==> src/rtl/writeback_scheduler.sv <==
// ---------------------------------------------------------------------------
// writeback_scheduler
// Sequences register-file writebacks for the multicycle MIPS datapath.
// Accepts one request at a time, waits for the selected result source to
// become valid, then drives the writeback-mux select, the destination
// register and a one-cycle RegWrite pulse. Illegal source codes and sources
// that stay not-ready for TIMEOUT cycles end in a one-cycle wb_err pulse.
//
// Ports
//   clk, reset          clock, async active-high reset
//   wb_req/wb_src/wb_dst request (level), source code, destination reg
//   flush               synchronous abort from the control unit
//   mem_ready           MDR valid (sources 0-2)
//   shift_done          shifter result valid (source 3)
//   muldiv_busy         HI/LO not yet valid (sources 4-5)
//   wb_ack              combinational request accept
//   busy                high outside IDLE
//   MemtoReg, WriteReg  captured mux select / write address
//   RegWrite            write enable pulse (suppressed for $zero)
//   wb_done, wb_err     completion / abort pulses
//
// state | meaning
// IDLE  | waiting for a request
// WAIT  | request captured, waiting for the source to become valid
// WRITE | one-cycle register-file write
// ERR   | one-cycle error report (illegal source or timeout)
// ---------------------------------------------------------------------------
module writeback_scheduler #(
   parameter int unsigned TIMEOUT = 16
) (
   input  logic       clk,
   input  logic       reset,
   input  logic       wb_req,
   input  logic [3:0] wb_src,
   input  logic [4:0] wb_dst,
   input  logic       flush,
   input  logic       mem_ready,
   input  logic       shift_done,
   input  logic       muldiv_busy,
   output logic       wb_ack,
   output logic       busy,
   output logic [3:0] MemtoReg,
   output logic [4:0] WriteReg,
   output logic       RegWrite,
   output logic       wb_done,
   output logic       wb_err
);

   typedef enum logic [1:0] {
      S_IDLE  = 2'd0,
      S_WAIT  = 2'd1,
      S_WRITE = 2'd2,
      S_ERR   = 2'd3
   } state_t;

   localparam logic [7:0] WAIT_LAST = 8'(TIMEOUT - 1);

   state_t     state_q, state_d;
   logic [3:0] memtoreg_q, memtoreg_d;
   logic [4:0] writereg_q, writereg_d;
   logic [7:0] wait_cnt_q, wait_cnt_d;
   logic       regwrite_q, regwrite_d;
   logic       done_q, done_d;
   logic       err_q, err_d;
   logic       ready;

   // Illegal codes never reach WAIT, so the default arm only covers 6-11.
   always_comb begin
      ready = 1'b1;
      case (memtoreg_q)
         4'd0, 4'd1, 4'd2: ready = mem_ready;
         4'd3:             ready = shift_done;
         4'd4, 4'd5:       ready = ~muldiv_busy;
         default:          ready = 1'b1;
      endcase
   end

   always_comb begin
      state_d    = state_q;
      memtoreg_d = memtoreg_q;
      writereg_d = writereg_q;
      wait_cnt_d = wait_cnt_q;
      wb_ack     = 1'b0;

      case (state_q)
         S_IDLE: begin
            // Reset gating keeps ack low while the flops are held in reset.
            wb_ack = wb_req & ~flush & ~reset;
            if (wb_ack) begin
               memtoreg_d = wb_src;
               writereg_d = wb_dst;
               wait_cnt_d = 8'd0;
               state_d    = (wb_src >= 4'd12) ? S_ERR : S_WAIT;
            end
         end
         S_WAIT: begin
            if (flush)
               state_d = S_IDLE;
            else if (ready)
               state_d = S_WRITE;
            else if (wait_cnt_q == WAIT_LAST)
               state_d = S_ERR;
            else if (wait_cnt_q != 8'hFF)
               wait_cnt_d = wait_cnt_q + 8'd1;
         end
         S_WRITE: state_d = S_IDLE;
         S_ERR:   state_d = S_IDLE;
         default: state_d = S_IDLE;
      endcase
   end

   // Pulses are decoded from the next state so they are true flop outputs
   // aligned with the WRITE/ERR cycle.
   always_comb begin
      regwrite_d = (state_d == S_WRITE) && (writereg_d != 5'd0);
      done_d     = (state_d == S_WRITE);
      err_d      = (state_d == S_ERR);
   end

   always_ff @(posedge clk or posedge reset) begin
      if (reset) begin
         state_q    <= S_IDLE;
         memtoreg_q <= 4'd0;
         writereg_q <= 5'd0;
         wait_cnt_q <= 8'd0;
         regwrite_q <= 1'b0;
         done_q     <= 1'b0;
         err_q      <= 1'b0;
      end else begin
         state_q    <= state_d;
         memtoreg_q <= memtoreg_d;
         writereg_q <= writereg_d;
         wait_cnt_q <= wait_cnt_d;
         regwrite_q <= regwrite_d;
         done_q     <= done_d;
         err_q      <= err_d;
      end
   end

   assign busy     = (state_q != S_IDLE);
   assign MemtoReg = memtoreg_q;
   assign WriteReg = writereg_q;
   assign RegWrite = regwrite_q;
   assign wb_done  = done_q;
   assign wb_err   = err_q;

endmodule

==> config.mk <==
export PLATFORM = sky130hd
export DESIGN_NAME = writeback_scheduler
export DESIGN_NICKNAME = d
export VERILOG_FILES = /design/src/rtl/writeback_scheduler.sv
export SDC_FILE = /design/constraint.sdc
export NUM_CORES = 1
export LEC_CHECK = 0
export ABC_AREA = 0
export CAP_MARGIN = 15
export CORE_ASPECT_RATIO = 0.75
export CORE_MARGIN = 3
export CORE_UTILIZATION = 43
export CTS_CLUSTER_DIAMETER = 100
export DETAILED_ROUTE_END_ITERATION = 10
export GPL_TIMING_DRIVEN = 0
export PLACE_DENSITY = 0.71
export REMOVE_ABC_BUFFERS = 1
export SETUP_SLACK_MARGIN = 0.02
export SYNTH_ARGS = -nofsm -noshare
export SYNTH_HDL_FRONTEND = slang
export SYNTH_SLANG_ARGS = --single-unit
export TNS_END_PERCENT = 50
==> constraint.sdc <==
create_clock -name clk -period 1.58 [get_ports clk]
set_input_delay 0.316 -clock clk [delete_from_list [all_inputs] [get_ports clk]]
set_output_delay 0.316 -clock clk [all_outputs]
set_load 0.005 [all_outputs]
==> impl_results.md, run 1 <==
- Final clock skew: 0.00419 ns
- Routability cong.: 0.846
- Crit-path max FO: 7
- # diodes: 0
- Share of layout cells above drive strength 1: 34.0%
- Worst reg2reg path startpoint: state_q[1]
- Vias per Instance: 5.87
- Die Area: 3570 um^2
- Worst slew margin: 43.2%
- Post-CTS Hold Fix Bufs: 0
- Final WL: 3.18 mm
- Crit. Startpoint: flush
- Design Area, Final: 1800 um^2
- Vias in the first global route: 1105
- Worst EP required: 1.26 ns
- Cell Pwr Density: 1000 nW/um^2
- EDFF count, synth: 0
- Fin. Hold Viols: 0
- Flop pwr share: 39.7%
- Clock buffers created by TritonCTS: 3
- Clock Root Buffer: clkbuf_8
- Final ANT Viol Nets: 0
- Largest net degree at the start of global routing: 23
- Synth area leader: dfrtp_1
- Worst setup margin: 0.0462 ns
- Ys async rst share: 100%
- Status: complete, no violations
- Synthesis-to-layout area growth: 45.3%
- Core footprint: 2680 um^2
- Yosys warns: 0
- Filler cells: 215
- Max cap viols: 0
- Congestion Overflow GR: 0
- HP Class: in2async
- All-Layer GR Usage: 19.8%
- Max VDD drop: 0.000662 V
- Total Power: 0.00180 W
- Synth Flop Type: dfrtp_1
- Setup crit end kind: primary output
- Post-DP HPWL: 2.16 mm
- WS Path Type: in2out
- Global-route wire length before repair: 5.15 mm
- Fin crit period: 1.53 ns
- RSZ-0062 raised after global routing: true
- Clock Sinks: 22
- Ranking of synthesized cells by area: dfrtp_1 (44%), mux2_1 (5.5%), nand2_1 (3.6%)
- Synth top cells by count: dfrtp_1 (22), nand2_1 (12), o21ai_0 (8)
- # DRC: 0
- Clock Pin Slew Worst Setup and Hold Paths: 0.08 ns
- Clk_lat worst skew: 0.27 ns
- Critical Path Start Type: input port
- Max Clk Rate: 0.652 GHz
- Max Slew Vio Count: 0
- CTS tree: yes
- Drt pass-1 iters: 4
- Post-synthesis sequential area ratio: 44.4%
- Combinational share of power: 30.8%
- Clk pwr share: 29.5%
- Initial core utilization: 46.2%
- H-tree level count: 1
- DRT iter0 DRCs: 96
- Vias: 1127
- Die H: 52.5 um
- Setup TNS: 0 ns
- P_leak: 0.782 nW
- Pre-CTS setup slack: -0.942 ns
- Yosys top cell area share: 44.4%
- Seq cells post-synth: 22
- Drt wl/cell: 16.6 um
- Slew @ Worst Pin: 0.850 ns
- Post-Syn Instances: 116
- Sw frac: 27.6%
- Most frequent cell after synthesis: dfrtp_1
- Yosys cell types: 40
- Final net count: 174
- IO Pins: 30
- Initial antenna violation count: 0
- Worst hold slack: 0.414 ns
- FP Rows: 16
- Arrival @ worst endpoint: 1.22 ns
- I/O Buffers: 29
- Die X-Extent: 68.0 um
- Mapped Avg Cell Area: 10.7 um^2
- Synthesized area: 1240 um^2
- Final setup viols: 0
- Internal Power: 0.00131 W
- Longest Clk Path Bufs: 2
- Psw: 0.000498 W
- Final period util: 97.1%
- Area after DPL: 1540 um^2
## power by group through the flow
stage	Clock, W	Combinational, W	Sequential (W)
finish	0.000532	0.000556	0.000717
global route	0.000560	0.000604	0.000731
CTS	0.000542	0.000508	0.000728
detailed placement	0	0.000440	0.000739
global placement	0	0.000428	0.000732
floorplan	0	0.000212	0.000727
## what timing repair did
item	in CTS	in global routing
pin swaps	4	5
gates resized for setup	24	8
setup buffers	8	4
endpoints found under the setup margin	24	11
## registers in the layout (all words and copies together), names as in the netlist
signal      flops
MemtoReg        4
wait_cnt_q      8
wb_err          1
WriteReg        5
RegWrite        1
state_q         2
wb_done         1
## worst paths after layout
kind	to	slack [ns]	cells past startpoint
setup / recovery	wb_ack	0.05	5
hold / removal	MemtoReg[0]	0.41	2
setup reg to reg	wait_cnt_q[0]	0.05	5
hold reg to reg	WriteReg[1]	0.52	1
max in group asynchronous	wait_cnt_q[4]	0.59	2
min in group clk	WriteReg[1]	0.52	1
## cell families after synthesis
family	synth area share, %
fa+ha+maj	1.01
simple gates	22.7
flops	44.4
compound gates	20.1
mux	8.18
buf+inv	3.53
## through the flow
stage	util, %	cells
final	67.1	192
after global routing	67.1	192
after CTS	64.8	188
after detailed placement	57.5	176
after global placement	57.5	176
after floorplan	-	111
## critical path, stage by stage
cell and delay, ns:
clkdlybuf4s15_2 0.30, nor3b_4 0.28, nand2_4 0.08, inv_1 0.05, clkdlybuf4s15_2 0.19
## placed cells by master, fill, tap and decap left out, types with 4 or more instances in the layout
master / n
a31o_2: 5
o21ai_0: 8
nand4_1: 7
nor2_1: 5
nand3_1: 4
mux2_1: 6
dfrtp_2: 5
buf_4: 10
clkdlybuf4s50_1: 22
nand2_1: 11
a31oi_1: 5
dfrtp_1: 17
## routing by layer
layer	GRT usage (%)	vias to the layer above	part of all wire (%)
met4	4.95	0	1.9
met3	7.30	8	7.0
met2	31.7	52	48
met5	0	-	0
li1	-	516	-
met1	25.1	551	43
## final cells by class
class                   instances  area, um^2  area share [%]
flip-flops and latches         22         557            30.9
well taps                      36        45.0            2.50
inverters                       3        11.3           0.626
clock buffers                   3        41.3            2.29
multi-input cells              86         714            39.7
clock inverters                 1        30.0            1.67
repair buffers                 41         400            22.3
Power figures use the tool's default switching activity.
==> inputs of run 2 (changes only) <==
--- a/config.mk
+++ b/config.mk
@@ -13,7 +13,8 @@
 export CTS_CLUSTER_DIAMETER = 100
 export DETAILED_ROUTE_END_ITERATION = 10
 export GPL_TIMING_DRIVEN = 0
-export PLACE_DENSITY = 0.71
+export MAX_ROUTING_LAYER = met4
+export PLACE_DENSITY_LB_ADDON = 0.05
 export REMOVE_ABC_BUFFERS = 1
 export SETUP_SLACK_MARGIN = 0.02
 export SYNTH_ARGS = -nofsm -noshare
==> impl_results.md, run 2 (synthesis results as in run 1) <==
- Clock Sinks: 22 (unchanged)
- CTS tree: yes (unchanged)
- Initial antenna violation count: 0 (unchanged)
- Clock Pin Slew Worst Setup and Hold Paths: 0.08 ns (about the same)
- Vias in the first global route: 1017 (was 1105)
- Final clock skew: 0.00676 ns (was 0.00419 ns)
- Max Slew Vio Count: 0 (unchanged)
- I/O Buffers: 29 (unchanged)
- Final period util: 99.0% (was 97.1%)
- Worst setup margin: 0.0150 ns (was 0.0462 ns)
- Crit-path max FO: 6 (was 7)
- Clk_lat worst skew: 0.27 ns (about the same)
- Worst slew margin: 44.0% (was 43.2%)
- IO Pins: 30 (unchanged)
- Vias: 1036 (was 1127)
- All-Layer GR Usage: 18.8% (was 19.8%)
- Share of layout cells above drive strength 1: 27.5% (was 34.0%)
- Largest Register: wait_cnt_q (unchanged)
- Reg-to-Reg End: wait_cnt_q[3] (was wait_cnt_q[0])
- Worst reg2reg path startpoint: wait_cnt_q[1] (was state_q[1])
- Final net count: 167 (was 174)
- Fin crit period: 1.56 ns (was 1.53 ns)
- Max reg flops: 8 (unchanged)
- Drt pass-1 iters: 4 (unchanged)
- Status: complete, no violations (unchanged)
- Worst EP required: 1.73 ns (was 1.26 ns)
- # DRC: 0 (unchanged)
- P_leak: 0.738 nW (was 0.782 nW)
- Congestion Overflow GR: 0 (unchanged)
- Routability cong.: 0.882 (was 0.846)
- Setup TNS: 0 ns (unchanged)
- Post-DP HPWL: 1.95 mm (was 2.16 mm)
- Worst hold slack: 0.394 ns (was 0.414 ns)
- Die H: 52.5 um (unchanged)
- Core footprint: 2680 um^2 (unchanged)
- Synthesis-to-layout area growth: 38.3% (was 45.3%)
- Fin. Hold Viols: 0 (unchanged)
- Most common cell after layout, fill and taps aside: clkdlybuf4s50_1 (unchanged)
- Commonest cells after routing, fill and taps aside: clkdlybuf4s50_1 (23), dfrtp_1 (20), nand2_1 (11), o21ai_0 (8), nand4_1 (7) (was clkdlybuf4s50_1 (22), dfrtp_1 (17), nand2_1 (11), buf_4 (10), o21ai_0 (8))
- Final WL: 2.80 mm (was 3.18 mm)
- Pre-CTS setup slack: -0.957 ns (was -0.942 ns)
- HP Class: in2async (unchanged)
- Arrival @ worst endpoint: 1.72 ns (was 1.22 ns)
- FP Rows: 16 (unchanged)
- Max VDD drop: 0.000718 V (was 0.000662 V)
- Reg2reg setup slack: 0.02 ns (was 0.05 ns)
- Die Area: 3570 um^2 (unchanged)
- Final setup viols: 0 (unchanged)
- Post-CTS Hold Fix Bufs: 0 (unchanged)
- Initial core utilization: 46.2% (unchanged)
- DRT iter0 DRCs: 60 (was 96)
- Global-route wire length before repair: 4.73 mm (was 5.15 mm)
- Die X-Extent: 68.0 um (unchanged)
- Max Clk Rate: 0.639 GHz (was 0.652 GHz)
- Largest net degree at the start of global routing: 23 (unchanged)
- # diodes: 0 (unchanged)
- Clock Root Buffer: clkbuf_8 (unchanged)
- Slew @ Worst Pin: 0.839 ns (was 0.850 ns)
- WS Path Type: reg2reg (was in2out)
- Clock buffers created by TritonCTS: 3 (unchanged)
- Longest Clk Path Bufs: 2 (unchanged)
- Final ANT Viol Nets: 0 (unchanged)
- Drt wl/cell: 15.1 um (was 16.6 um)
- Max cap viols: 0 (unchanged)
- Cell Pwr Density: 1020 nW/um^2 (was 1000 nW/um^2)
- Vias per Instance: 5.60 (was 5.87)
- Critical Path Start Type: register (was input port)
- RSZ-0062 raised after global routing: true (unchanged)
- Setup crit end kind: register (was primary output)
- R2R cell count: 5 (unchanged)
- H-tree level count: 1 (unchanged)
-- run 2: per-stage QoR --
| step | cell area, um^2 | power, W | cells | util (%) |
|---|---|---|---|---|
| 2_1_floorplan | 1210 | 0.000939 | 111 | - |
| 4_1_cts | 1700 | 0.00176 | 186 | 63.5 |
| 5_1_grt | 1710 | 0.00184 | 185 | 63.9 |
| 3_3_place_gp | 1540 | 0.00116 | 176 | 57.5 |
| 3_5_place_dp | 1540 | 0.00117 | 176 | 57.5 |
| 6_report | 1710 | 0.00174 | 185 | 63.9 |
-- run 2: cell type report --
type	instances	area [um^2]
clock buffers	3	41.3
clock inverters	1	30.0
fillers	223	970
inverters	3	11.3
multi-input cells	86	697
flip-flops and latches	22	553
well taps	36	45.0
repair buffers	34	335
-- run 2: how the worst max path moves through the flow --
stage / depth (start not counted) / from / to / slack (ns)
floorplan: 4 / MemtoReg[0] / wait_cnt_q[3] / 0.10
global placement: 5 / flush / wb_ack / -0.98
detailed placement: 5 / flush / wb_ack / -0.96
CTS: 5 / wait_cnt_q[0] / wait_cnt_q[3] / 0.02
global route: 5 / wait_cnt_q[1] / wait_cnt_q[3] / -0.04
finish: 5 / wait_cnt_q[1] / wait_cnt_q[3] / 0.02
-- run 2: worst max-delay path: stages, from the launching register on --
cell and delay [ns]:
dfrtp_1 0.41, ha_2 0.22, nor3b_4 0.17, a211oi_4 0.36, a31o_2 0.22, nand3_2 0.06
-- run 2: routing by layer --
metal,vias up,routed length (um),global-route usage (%)
met5,-,0,-
met1,498,1340,23.8
met4,0,10,5.61
met3,2,164,5.15
li1,504,-,-
met2,32,1290,29.3
-- run 2: what timing repair did --
action                                  CTS  global route
gates cloned                              0             0
setup buffers                             6             0
endpoints found under the setup margin   24            10
gates resized for setup                  18             8
endpoints found under the hold margin     0             0
pin swaps                                 3             5
-- run 2: power breakdown --
| group | total, W | switching [W] | internal (W) |
|---|---|---|---|
| combinational | 0.000484 | 0.000202 | 0.000283 |
| clock | 0.000529 | 0.000190 | 0.000339 |
| sequential | 0.000726 | 0.0000804 | 0.000645 |
| total | 0.00174 | 0.000472 | 0.00127 |
==> inputs of run 3 (changes only) <==
--- a/config.mk
+++ b/config.mk
@@ -7,9 +7,11 @@
 export LEC_CHECK = 0
 export ABC_AREA = 0
 export CAP_MARGIN = 15
+export CELL_PAD_IN_SITES_DETAIL_PLACEMENT = 0
+export CELL_PAD_IN_SITES_GLOBAL_PLACEMENT = 1
 export CORE_ASPECT_RATIO = 0.75
 export CORE_MARGIN = 3
-export CORE_UTILIZATION = 43
+export CORE_UTILIZATION = 37
 export CTS_CLUSTER_DIAMETER = 100
 export DETAILED_ROUTE_END_ITERATION = 10
 export GPL_TIMING_DRIVEN = 0
==> impl_results.md, run 3 (synthesis results as in run 1) <==
- Fin. Hold Viols: 0 (unchanged)
- All-Layer GR Usage: 16.0% (was 18.8%)
- Commonest cells after routing, fill and taps aside: clkdlybuf4s50_1 (23), dfrtp_1 (19), nand2_1 (11), o21ai_0 (8), nand4_1 (7) (was clkdlybuf4s50_1 (23), dfrtp_1 (20), nand2_1 (11), o21ai_0 (8), nand4_1 (7))
- Worst slew margin: 44.0% (about the same)
- Final ANT Viol Nets: 0 (unchanged)
- H-tree level count: 1 (unchanged)
- Crit-path max FO: 6 (unchanged)
- Crit. Startpoint: wait_cnt_q[0] (was wait_cnt_q[1])
- Slew @ Worst Pin: 0.839 ns (about the same)
- Most common cell after layout, fill and taps aside: clkdlybuf4s50_1 (unchanged)
- Routed metal-1 wire length: 1.43 mm (was 1.34 mm)
- Clock Sinks: 22 (unchanged)
- FP Rows: 17 (was 16)
- Met3 WL post-DR: 167 um (was 164 um)
- Largest net degree at the start of global routing: 23 (unchanged)
- Worst reg2reg path startpoint: wait_cnt_q[0] (was wait_cnt_q[1])
- Arrival @ worst endpoint: 1.70 ns (was 1.72 ns)
- Vias in the first global route: 1040 (was 1017)
- Global-route wire length before repair: 4.95 mm (was 4.73 mm)
- Share of layout cells above drive strength 1: 27.5% (unchanged)
- Final net count: 168 (was 167)
- I/O Buffers: 29 (unchanged)
- Max stage delay on crit path: 0.42 ns (was 0.41 ns)
- Vias: 1023 (was 1036)
- Largest Register: wait_cnt_q (unchanged)
- Setup crit end kind: register (unchanged)
- R2R cell count: 5 (unchanged)
- Max Clk Rate: 0.641 GHz (was 0.639 GHz)
- P_leak: 0.726 nW (was 0.738 nW)
- Top Metal Used: met4 (unchanged)
- HP Class: in2async (unchanged)
- Die H: 56.1 um (was 52.5 um)
- RSZ-0062 raised after global routing: true (unchanged)
- Initial core utilization: 40.4% (was 46.2%)
- Setup TNS: 0 ns (unchanged)
- Vias per Instance: 5.47 (was 5.60)
- DRT iter0 DRCs: 31 (was 60)
- Critical path's slowest cell: dfrtp_1 (unchanged)
- CTS tree: yes (unchanged)
- Congestion Overflow GR: 0 (unchanged)
- Routed met2 length: 1.36 mm (was 1.29 mm)
- Initial antenna violation count: 0 (unchanged)
- # DRC: 0 (unchanged)
- Max VDD drop: 0.000586 V (was 0.000718 V)
- Worst EP required: 1.72 ns (was 1.73 ns)
- CP Cell Sequence: ha_2 > nor3b_4 > a211oi_4 > a31o_2 > nand3_2 (unchanged)
- Cell Pwr Density: 922 nW/um^2 (was 1020 nW/um^2)
- Die X-Extent: 72.8 um (was 68.0 um)
- Die Area: 4090 um^2 (was 3570 um^2)
- Status: complete, no violations (unchanged)
- Max Slew Vio Count: 0 (unchanged)
- Final period util: 98.8% (was 99.0%)
- WS Path Type: reg2reg (unchanged)
- Post-CTS Hold Fix Bufs: 0 (unchanged)
- Final core area utilization: 55.1% (was 63.9%)
- Routability cong.: 0.857 (was 0.882)
- Longest Clk Path Bufs: 2 (unchanged)
- # diodes: 0 (unchanged)
- Final setup viols: 0 (unchanged)
- Max cap viols: 0 (unchanged)
- Post-DP HPWL: 2.08 mm (was 1.95 mm)
- Clk_lat worst skew: 0.26 ns (was 0.27 ns)
- Filler cells: 268 (was 223)
- Drt wl/cell: 15.9 um (was 15.1 um)
- Core footprint: 3060 um^2 (was 2680 um^2)
- Synthesis-to-layout area growth: 36.4% (was 38.3%)
- Final WL: 2.97 mm (was 2.80 mm)
- Max reg flops: 8 (unchanged)
- Clock Root Buffer: clkbuf_8 (unchanged)
- Final clock skew: 0.00134 ns (was 0.00676 ns)
- Clock buffers created by TritonCTS: 3 (unchanged)
- Drt pass-1 iters: 4 (unchanged)
- IO Pins: 30 (unchanged)
- Critical Path Start Type: register (unchanged)
- Clock Pin Slew Worst Setup and Hold Paths: 0.07 ns (was 0.08 ns)
- Fin crit period: 1.56 ns (about the same)
run 3: cell count changes in the layout (fill, tap and decap cells not counted), sizes merged:
cell,before,now
bufinv,1,0
buf,6,7
run 3: layer usage:
metal  GRT usage [%]  up-vias
met5               -        -
met4            3.16        0
met3            4.15        2
met2            24.7       28
met1            21.2      493
li1                -      500
run 3: what timing repair did:
action,in CTS,in global routing
buffers inserted,7,0
pin swaps,3,5
gates resized for setup,21,5
setup endpoints to repair,25,10
run 3: report_power, final:
| part | switching [W] | internal (W) |
|---|---|---|
| clock network | 0.000169 | 0.000170 |
| logic | 0.000204 | 0.000287 |
| registers | 0.0000810 | 0.000646 |
run 3: path summary, 6_finish.rpt:
| check | end | slack [ns] |
|---|---|---|
| min in group clk | wb_done | 0.46 |
| worst min register to register | WriteReg[4] | 0.52 |
| max in group asynchronous | MemtoReg[2] | 0.60 |
| worst max register to register | wait_cnt_q[5] | 0.02 |
| worst max-delay path | wait_cnt_q[5] | 0.02 |
| worst min-delay path | wait_cnt_q[7] | 0.40 |
run 3: critical path, delay by kind of cell (launching register included):
kind                     cells  cell delay [ns]
AO/OA/AOI/OAI                2             0.56
adder cells (fa/ha/maj)      1             0.22
flip-flops                   1             0.42
AND/OR/NAND/NOR              2             0.24
run 3: through the flow:
stage	instance area, um^2	total power [W]	hold slack (ns)	worst slack (ns)	instances
2_1_floorplan	1210	0.000939	0.305	0.104	111
4_1_cts	1690	0.00159	0.442	0.00626	188
5_1_grt	1690	0.00165	0.449	-0.0598	187
6_report	1690	0.00156	0.405	0.0188	187
3_5_place_dp	1540	0.00117	0.504	-1.04	178
3_3_place_gp	1540	0.00117	0.500	-0.996	178
run 3: area by class of cell:
type	instances	area, um^2	area share [%]
multi-input cells	86	692	41.0
flip-flops and latches	22	554	32.8
repair buffers	35	343	20.3
well taps	38	47.5	2.81
clock buffers	3	41.3	2.44
inverters	3	11.3	0.667
